### src/rtl/regfile_hazard_ctrl_pkg.sv
// regfile_hazard_ctrl_pkg
//   Shared types and constants for the register-file hazard controller.
//   - RF_AW       : register address width (32 registers, x0 hardwired zero)
//   - fwd_sel_e   : operand-mux select encoding driven onto fwd1_sel/fwd2_sel
//   - slot_t      : destination metadata carried by each shadow pipeline slot
package regfile_hazard_ctrl_pkg;

    localparam int unsigned RF_AW = 5;

    typedef enum logic [1:0] {
        FWD_RF  = 2'd0,  // register file read data
        FWD_EXM = 2'd1,  // EX/MEM result
        FWD_MWB = 2'd2,  // MEM/WB result
        FWD_WB  = 2'd3   // WB write data, same cycle as the regfile write
    } fwd_sel_e;

    typedef struct packed {
        logic             v;   // slot holds a real instruction
        logic [RF_AW-1:0] rd;  // destination register
        logic             we;  // instruction writes rd
        logic             ld;  // result only available after MEM
    } slot_t;

    localparam slot_t SLOT_BUBBLE = '0;

endpackage

### src/rtl/regfile_hazard_ctrl_hazard_slot_cmp.sv
// hazard_slot_cmp
//   Compares one shadow pipeline slot against one ID source operand.
//   Ports:
//     slot_v, slot_rd, slot_we : metadata of the slot under test
//     rs, rs_used              : ID source register and whether it is read
//     id_valid                 : ID stage holds a real instruction
//     hit                      : slot produces the value this operand needs
import regfile_hazard_ctrl_pkg::*;

module hazard_slot_cmp #(
    parameter int unsigned AW = RF_AW
) (
    input  logic          slot_v,
    input  logic [AW-1:0] slot_rd,
    input  logic          slot_we,
    input  logic [AW-1:0] rs,
    input  logic          rs_used,
    input  logic          id_valid,
    output logic          hit
);

    // x0 is hardwired zero, so a write to it never creates a dependency.
    assign hit = slot_v & slot_we & (slot_rd != '0) & (slot_rd == rs) & rs_used & id_valid;

endmodule

### src/rtl/regfile_hazard_ctrl.sv
// regfile_hazard_ctrl
//   Hazard controller for the 32x32 register file of the 5-stage pipeline.
//   Tracks destination metadata of the EX, MEM and WB stages, raises a
//   one-bubble load-use stall and produces per-operand forwarding selects.
//   Ports:
//     clk, rst_n            : clock, asynchronous active-low reset
//     id_valid              : ID stage holds a real instruction
//     id_rs1/id_rs2         : ID source registers
//     id_rs1_used/_rs2_used : the corresponding source is read
//     id_rd, id_we          : ID destination and write enable
//     id_is_load            : ID instruction is a load
//     flush                 : kill the ID instruction (taken branch/jump)
//     freeze                : external hold, nothing advances
//     stall                 : hold PC and IF/ID, inject bubble into EX
//     fwd1_sel/fwd2_sel     : operand source selects (fwd_sel_e encoding)
//     stall_cnt             : saturating count of stall cycles
import regfile_hazard_ctrl_pkg::*;

module regfile_hazard_ctrl #(
    parameter int unsigned AW    = RF_AW,
    parameter int unsigned CNT_W = 32
) (
    input  logic             clk,
    input  logic             rst_n,
    input  logic             id_valid,
    input  logic [AW-1:0]    id_rs1,
    input  logic [AW-1:0]    id_rs2,
    input  logic             id_rs1_used,
    input  logic             id_rs2_used,
    input  logic [AW-1:0]    id_rd,
    input  logic             id_we,
    input  logic             id_is_load,
    input  logic             flush,
    input  logic             freeze,
    output logic             stall,
    output logic [1:0]       fwd1_sel,
    output logic [1:0]       fwd2_sel,
    output logic [CNT_W-1:0] stall_cnt
);

    localparam logic [CNT_W-1:0] CNT_MAX = {CNT_W{1'b1}};
    localparam logic [CNT_W-1:0] CNT_ONE = {{(CNT_W-1){1'b0}}, 1'b1};

    slot_t ex_q, mem_q, wb_q;
    slot_t ex_d, mem_d, wb_d;

    logic [CNT_W-1:0] cnt_q, cnt_d;

    logic hit_ex1, hit_ex2;
    logic hit_mem1, hit_mem2;
    logic hit_wb1, hit_wb2;

    // The WB load flag is only carried for completeness; nothing downstream needs it.
    logic unused_wb_ld;
    assign unused_wb_ld = wb_q.ld;

    // ------------------------------------------------------------------
    // Slot comparators: 3 slots x 2 operands
    // ------------------------------------------------------------------
    hazard_slot_cmp #(.AW(AW)) u_cmp_ex1 (
        .slot_v   (ex_q.v),
        .slot_rd  (ex_q.rd),
        .slot_we  (ex_q.we),
        .rs       (id_rs1),
        .rs_used  (id_rs1_used),
        .id_valid (id_valid),
        .hit      (hit_ex1)
    );

    hazard_slot_cmp #(.AW(AW)) u_cmp_ex2 (
        .slot_v   (ex_q.v),
        .slot_rd  (ex_q.rd),
        .slot_we  (ex_q.we),
        .rs       (id_rs2),
        .rs_used  (id_rs2_used),
        .id_valid (id_valid),
        .hit      (hit_ex2)
    );

    hazard_slot_cmp #(.AW(AW)) u_cmp_mem1 (
        .slot_v   (mem_q.v),
        .slot_rd  (mem_q.rd),
        .slot_we  (mem_q.we),
        .rs       (id_rs1),
        .rs_used  (id_rs1_used),
        .id_valid (id_valid),
        .hit      (hit_mem1)
    );

    hazard_slot_cmp #(.AW(AW)) u_cmp_mem2 (
        .slot_v   (mem_q.v),
        .slot_rd  (mem_q.rd),
        .slot_we  (mem_q.we),
        .rs       (id_rs2),
        .rs_used  (id_rs2_used),
        .id_valid (id_valid),
        .hit      (hit_mem2)
    );

    hazard_slot_cmp #(.AW(AW)) u_cmp_wb1 (
        .slot_v   (wb_q.v),
        .slot_rd  (wb_q.rd),
        .slot_we  (wb_q.we),
        .rs       (id_rs1),
        .rs_used  (id_rs1_used),
        .id_valid (id_valid),
        .hit      (hit_wb1)
    );

    hazard_slot_cmp #(.AW(AW)) u_cmp_wb2 (
        .slot_v   (wb_q.v),
        .slot_rd  (wb_q.rd),
        .slot_we  (wb_q.we),
        .rs       (id_rs2),
        .rs_used  (id_rs2_used),
        .id_valid (id_valid),
        .hit      (hit_wb2)
    );

    // ------------------------------------------------------------------
    // Stall and forwarding
    // ------------------------------------------------------------------
    // Youngest producer wins. A load in EX has no result yet, so it is
    // skipped here; that case is covered by the stall instead.
    function automatic fwd_sel_e fwd_pick(input logic hit_ex, input logic ex_ld,
                                          input logic hit_mem, input logic hit_wb);
        fwd_sel_e sel;
        sel = FWD_RF;
        if (hit_ex && !ex_ld) begin
            sel = FWD_EXM;
        end else if (hit_mem) begin
            sel = FWD_MWB;
        end else if (hit_wb) begin
            sel = FWD_WB;
        end
        return sel;
    endfunction

    // flush kills the consumer, so a pending load-use stall is moot.
    assign stall = (hit_ex1 | hit_ex2) & ex_q.ld & ~flush;

    always_comb begin
        fwd1_sel = FWD_RF;
        fwd2_sel = FWD_RF;
        if (!stall) begin
            fwd1_sel = fwd_pick(hit_ex1, ex_q.ld, hit_mem1, hit_wb1);
            fwd2_sel = fwd_pick(hit_ex2, ex_q.ld, hit_mem2, hit_wb2);
        end
    end

    // ------------------------------------------------------------------
    // Shadow pipeline advance
    // ------------------------------------------------------------------
    always_comb begin
        ex_d  = ex_q;
        mem_d = mem_q;
        wb_d  = wb_q;
        if (!freeze) begin
            wb_d  = mem_q;
            mem_d = ex_q;
            if (stall || flush || !id_valid) begin
                ex_d = SLOT_BUBBLE;
            end else begin
                ex_d.v  = 1'b1;
                ex_d.rd = id_rd;
                ex_d.we = id_we;
                ex_d.ld = id_is_load;
            end
        end
    end

    always_ff @(posedge clk or negedge rst_n) begin
        if (!rst_n) begin
            ex_q  <= SLOT_BUBBLE;
            mem_q <= SLOT_BUBBLE;
            wb_q  <= SLOT_BUBBLE;
        end else begin
            ex_q  <= ex_d;
            mem_q <= mem_d;
            wb_q  <= wb_d;
        end
    end

    // ------------------------------------------------------------------
    // Saturating stall counter
    // ------------------------------------------------------------------
    always_comb begin
        cnt_d = cnt_q;
        if (stall && !freeze && (cnt_q != CNT_MAX)) begin
            cnt_d = cnt_q + CNT_ONE;
        end
    end

    always_ff @(posedge clk or negedge rst_n) begin
        if (!rst_n) begin
            cnt_q <= '0;
        end else begin
            cnt_q <= cnt_d;
        end
    end

    assign stall_cnt = cnt_q;

endmodule

### config.mk
export PLATFORM = sky130hd
export DESIGN_NAME = regfile_hazard_ctrl
export DESIGN_NICKNAME = d
export VERILOG_FILES = /design/src/rtl/regfile_hazard_ctrl_pkg.sv /design/src/rtl/regfile_hazard_ctrl_hazard_slot_cmp.sv /design/src/rtl/regfile_hazard_ctrl.sv
export SDC_FILE = /design/constraint.sdc
export NUM_CORES = 1
export LEC_CHECK = 0
export ABC_AREA = 1
export CAP_MARGIN = 25
export CELL_PAD_IN_SITES_DETAIL_PLACEMENT = 1
export CELL_PAD_IN_SITES_GLOBAL_PLACEMENT = 1
export CORE_UTILIZATION = 35
export CTS_CLUSTER_DIAMETER = 150
export DETAILED_ROUTE_END_ITERATION = 8
export DONT_BUFFER_PORTS = 1
export GPL_TIMING_DRIVEN = 0
export MAX_ROUTING_LAYER = met4
export PLACE_DENSITY_LB_ADDON = 0.12
export SLEW_MARGIN = 10
export SYNTH_ARGS = -nofsm -noshare
export SYNTH_HDL_FRONTEND = slang
export SYNTH_SLANG_ARGS = --single-unit
### constraint.sdc
create_clock -name clk -period 2.3 [get_ports clk]
set_input_delay 0.345 -clock clk [delete_from_list [all_inputs] [get_ports clk]]
set_output_delay 0.345 -clock clk [all_outputs]
set_load 0.005 [all_outputs]
==> impl_results.html <==
<table>
<tr><th>Metric</th><th>Value</th></tr>
<tr><th colspan="2">Placement</th></tr>
<tr><td>Final estimated routing congestion in global placement</td><td>0.8665</td></tr>
<tr><td>Buffers on Ports</td><td>0</td></tr>
<tr><td>Post-DP HPWL</td><td>8.772 mm</td></tr>
<tr><td>Post-placement worst setup slack</td><td>0.09607 ns</td></tr>
<tr><th colspan="2">Timing</th></tr>
<tr><td>Final Worst Setup Slack</td><td>0.1840 ns</td></tr>
<tr><td>Final hold viol count</td><td>0</td></tr>
<tr><td>Final setup violation count</td><td>0</td></tr>
<tr><td>Time the final worst path needs with I/O delays and setup</td><td>2.116 ns</td></tr>
<tr><td>Final period util</td><td>92.00%</td></tr>
<tr><td>Worst rel slew slack</td><td>59.30%</td></tr>
<tr><td>Setup Skew</td><td>0.01335 ns</td></tr>
<tr><td>F_max</td><td>472.6 MHz</td></tr>
<tr><td>Transition time at the pin with the least slew margin</td><td>0.6104 ns</td></tr>
<tr><td>Max Slew Vio Count</td><td>0</td></tr>
<tr><th colspan="2">Synthesis</th></tr>
<tr><td>Async SR Flop Fraction</td><td>100.0%</td></tr>
<tr><td>Synthesized area</td><td>0.003530 mm²</td></tr>
<tr><td>Number of nets produced by synthesis</td><td>566</td></tr>
<tr><td>Yosys warnings</td><td>0</td></tr>
<tr><td>Sequential-to-total area share from yosys stat</td><td>38.28%</td></tr>
<tr><td>Count of flip-flops with a built-in enable after synthesis</td><td>0</td></tr>
<tr><td>Number of synthesized register bits</td><td>54</td></tr>
<tr><td>Most used DFF post-synth</td><td>sky130_fd_sc_hd__dfrtp_1</td></tr>
<tr><td>Average size of a mapped cell</td><td>6.524 µm²</td></tr>
<tr><td>Number of distinct library cells after synthesis</td><td>27</td></tr>
<tr><td>Cells after synthesis</td><td>541</td></tr>
<tr><th colspan="2">Clock tree</th></tr>
<tr><td>CTS root buffer</td><td>sky130_fd_sc_hd__clkbuf_8</td></tr>
<tr><td>H-Tree Level Count</td><td>2</td></tr>
<tr><td>Worst-skew pair later-pin latency</td><td>0.33 ns</td></tr>
<tr><td>Max clock buf depth</td><td>2</td></tr>
<tr><td>CTS Sinks</td><td>54</td></tr>
<tr><td>Clock edge transition at the registers on the reported setup and hold paths</td><td>0.12 ns</td></tr>
<tr><td>CTS tree</td><td>built</td></tr>
<tr><td>TritonCTS Buffers</td><td>5</td></tr>
<tr><th colspan="2">Critical path</th></tr>
<tr><td>Arrival time worst endpoint</td><td>1.77 ns</td></tr>
<tr><td>Startpoint type of the worst setup path</td><td>flop</td></tr>
<tr><td>Worst setup EP type</td><td>output port</td></tr>
<tr><td>Type of the worst setup path</td><td>flop to output port</td></tr>
<tr><td>Top fanout value on the critical path</td><td>6</td></tr>
<tr><td>Required time at the endpoint of the critical path</td><td>1.96 ns</td></tr>
<tr><th colspan="2">Route</th></tr>
<tr><td>Routed WL per cell</td><td>16.34 µm</td></tr>
<tr><td>Number of iterations in the first detailed-routing pass</td><td>4</td></tr>
<tr><td>DRC violation count after routing</td><td>0</td></tr>
<tr><td>Final antenna-violating net count</td><td>0</td></tr>
<tr><td>Via count</td><td>3500</td></tr>
<tr><td>Total wire length</td><td>11.19 mm</td></tr>
<tr><td>Initial DRC count</td><td>103</td></tr>
<tr><td>Via-per-instance ratio</td><td>5.109</td></tr>
<tr><th colspan="2">Floorplan</th></tr>
<tr><td>Site row count</td><td>36</td></tr>
<tr><td>Core footprint</td><td>0.009774 mm²</td></tr>
<tr><td>Initial cell density of the core</td><td>36.11%</td></tr>
<tr><td>Floorplan die width</td><td>102.4 µm</td></tr>
<tr><td>Y dimension of the die</td><td>102.4 µm</td></tr>
<tr><td>Die area</td><td>0.01049 mm²</td></tr>
<tr><td>Boundary Pins</td><td>61</td></tr>
<tr><th colspan="2">Power and ir drop</th></tr>
<tr><td>Design Power</td><td>0.001796 W</td></tr>
<tr><td>Leakage power figure</td><td>1.845 nW</td></tr>
<tr><td>Power per cell area</td><td>463.7 mW/mm²</td></tr>
<tr><td>Max IR drop VDD</td><td>0.0002272 V</td></tr>
<tr><th colspan="2">Worst hold path</th></tr>
<tr><td>Hold/Removal Path Class</td><td>input pin to flop</td></tr>
<tr><th colspan="2">Run status</th></tr>
<tr><td>Outcome</td><td>completed</td></tr>
<tr><th colspan="2">GRT</th></tr>
<tr><td>Initial antenna violation count</td><td>0</td></tr>
<tr><td>Global Route Usage Sum</td><td>23.63%</td></tr>
<tr><td>Wire length of the first global-routing pass</td><td>18.46 mm</td></tr>
<tr><td>Largest net degree at the start of global routing</td><td>55</td></tr>
<tr><td>Overflow left after global routing</td><td>0</td></tr>
<tr><td>Via count of the first global-routing pass</td><td>3631</td></tr>
<tr><th colspan="2">Finish</th></tr>
<tr><td>Fraction of layout instances using a drive strength above 1</td><td>6.703%</td></tr>
<tr><td>Area delta synth-&gt;final</td><td>9.748%</td></tr>
<tr><td>Number of diodes added for antenna fixing</td><td>0</td></tr>
<tr><td>Nets</td><td>576</td></tr>
<tr><th colspan="2">Run</th></tr>
<tr><td>Max-Cap Viols</td><td>0</td></tr>
</table>
==> area by class of cell <==
type / count / area (µm²)
Buffer: 11 / 68.82
Clock buffer: 5 / 68.82
Clock inverter: 3 / 25.02
Fill cell: 1305 / 5901
Inverter: 79 / 296.5
Multi-Input combinational cell: 397 / 1851
Sequential cell: 54 / 1353
Tap cell: 133 / 166.4
Timing Repair Buffer: 3 / 45.04
==> registers in the layout (all words and copies together), names as in the netlist <==
signal,flops
ex_q,8
mem_q,7
stall_cnt,32
wb_q,7
==> critical path: stages, from the launching register on <==
cell and delay [ns]:
sky130_fd_sc_hd__dfrtp_1 0.48, sky130_fd_sc_hd__inv_2 0.13, sky130_fd_sc_hd__nand2_1 0.06, sky130_fd_sc_hd__nand2_1 0.05, sky130_fd_sc_hd__nand2_1 0.05, sky130_fd_sc_hd__nor2_1 0.12
sky130_fd_sc_hd__nand3_1 0.10, sky130_fd_sc_hd__nand2_1 0.15, sky130_fd_sc_hd__nand3_4 0.12, sky130_fd_sc_hd__nand3_1 0.11, sky130_fd_sc_hd__inv_1 0.06
==> synthesized netlist by cell type (3+ instances only) <==
master | number | area share, %
sky130_fd_sc_hd__nor3_1 | 10 | 1.4
sky130_fd_sc_hd__o21ai_0 | 28 | 4.0
sky130_fd_sc_hd__nand4_1 | 13 | 2.3
sky130_fd_sc_hd__o22ai_1 | 7 | 1.2
sky130_fd_sc_hd__xnor2_1 | 3 | 0.74
sky130_fd_sc_hd__a21oi_1 | 9 | 1.3
sky130_fd_sc_hd__nand3_1 | 32 | 4.5
sky130_fd_sc_hd__clkbuf_1 | 6 | 0.64
sky130_fd_sc_hd__buf_6 | 3 | 0.96
sky130_fd_sc_hd__nor4_1 | 3 | 0.53
sky130_fd_sc_hd__o21bai_1 | 3 | 0.64
sky130_fd_sc_hd__inv_1 | 72 | 7.7
sky130_fd_sc_hd__nor2_1 | 54 | 5.7
sky130_fd_sc_hd__nand2_1 | 199 | 21
sky130_fd_sc_hd__inv_2 | 6 | 0.64
sky130_fd_sc_hd__nor2_2 | 3 | 0.53
sky130_fd_sc_hd__nand3b_1 | 17 | 3.6
sky130_fd_sc_hd__dfrtp_1 | 54 | 38
sky130_fd_sc_hd__xor2_1 | 6 | 1.5
==> power by group <==
part           internal (W)  total (W)  leakage [nW]  switching (W)
combinational     0.0000656   0.000191          1.07       0.000126
sequential         0.000978    0.00101         0.726      0.0000357
clock              0.000221   0.000591        0.0447       0.000370
==> timing repair <==
action                                  4_1_cts  5_1_grt
endpoints found under the setup margin        4       34
setup buffers                                 0        1
hold buffers                                  2        0
resized for setup                             1       11
endpoints found under the hold margin        54        0
==> per-layer routing <==
layer	wire length, µm	track usage [%]	part of all wire (%)
met3	545	4.036	4.9
met1	5625	33.09	50
met2	4927	35.49	44
met5	0	-	0
met4	91	5.165	0.81
==> path summary, 6_finish.rpt <==
kind | slack, ns | endpoint | from | depth (start not counted)
max | 0.18 | fwd2_sel[1] | ex_q[2] | 10
min | 0.14 | ex_q[1] | id_we | 2
max reg2reg | 0.21 | stall_cnt[15] | stall_cnt[0] | 11
min reg2reg | 0.52 | wb_q[1] | mem_q[1] | 2
max in group asynchronous | 1.48 | ex_q[5] | rst_n | 2
min in group asynchronous | 0.50 | wb_q[2] | rst_n | 2
==> layout by cell type (no fill, tap or decap), types with 2 or more instances in the layout <==
cell and count:
sky130_fd_sc_hd__a21oi_1 9, sky130_fd_sc_hd__buf_4 2, sky130_fd_sc_hd__buf_6 3, sky130_fd_sc_hd__clkbuf_1 6, sky130_fd_sc_hd__clkbuf_8 5, sky130_fd_sc_hd__dfrtp_1 53
sky130_fd_sc_hd__inv_1 70, sky130_fd_sc_hd__inv_2 8, sky130_fd_sc_hd__nand2_1 199, sky130_fd_sc_hd__nand2_2 2, sky130_fd_sc_hd__nand3_1 30, sky130_fd_sc_hd__nand3_2 3
sky130_fd_sc_hd__nand3b_1 17, sky130_fd_sc_hd__nand4_1 13, sky130_fd_sc_hd__nor2_1 53, sky130_fd_sc_hd__nor2_2 2, sky130_fd_sc_hd__nor2_4 2, sky130_fd_sc_hd__nor3_1 10
sky130_fd_sc_hd__nor4_1 3, sky130_fd_sc_hd__o21ai_0 28, sky130_fd_sc_hd__o21bai_1 3, sky130_fd_sc_hd__o22ai_1 7, sky130_fd_sc_hd__or2_2 2, sky130_fd_sc_hd__xnor2_1 3
sky130_fd_sc_hd__xor2_1 6
==> logic make-up after synthesis <==
group	synth area share, %
DFF	38.28
adders and majority gates	0.3544
AOI/OAI and AO/OA	7.125
xor gates and xnor gates	2.233
buffers and inverters	10.28
and+or+nand+nor	41.72
==> stage by stage <==
step           hold WS [ns]  util [%]  instance area, µm²  std cells  setup TNS [ns]
3_3_place_gp        0.05135     37.81                3696        674               0
6_report             0.1444     39.63                3874        685               0
3_5_place_dp        0.05105     37.81                3696        674               0
2_1_floorplan       0.04941         -                3530        541               0
4_1_cts              0.1315     39.21                3832        684               0
5_1_grt              0.1275     39.63                3874        685        -0.01315
Power figures use the tool's default switching activity.
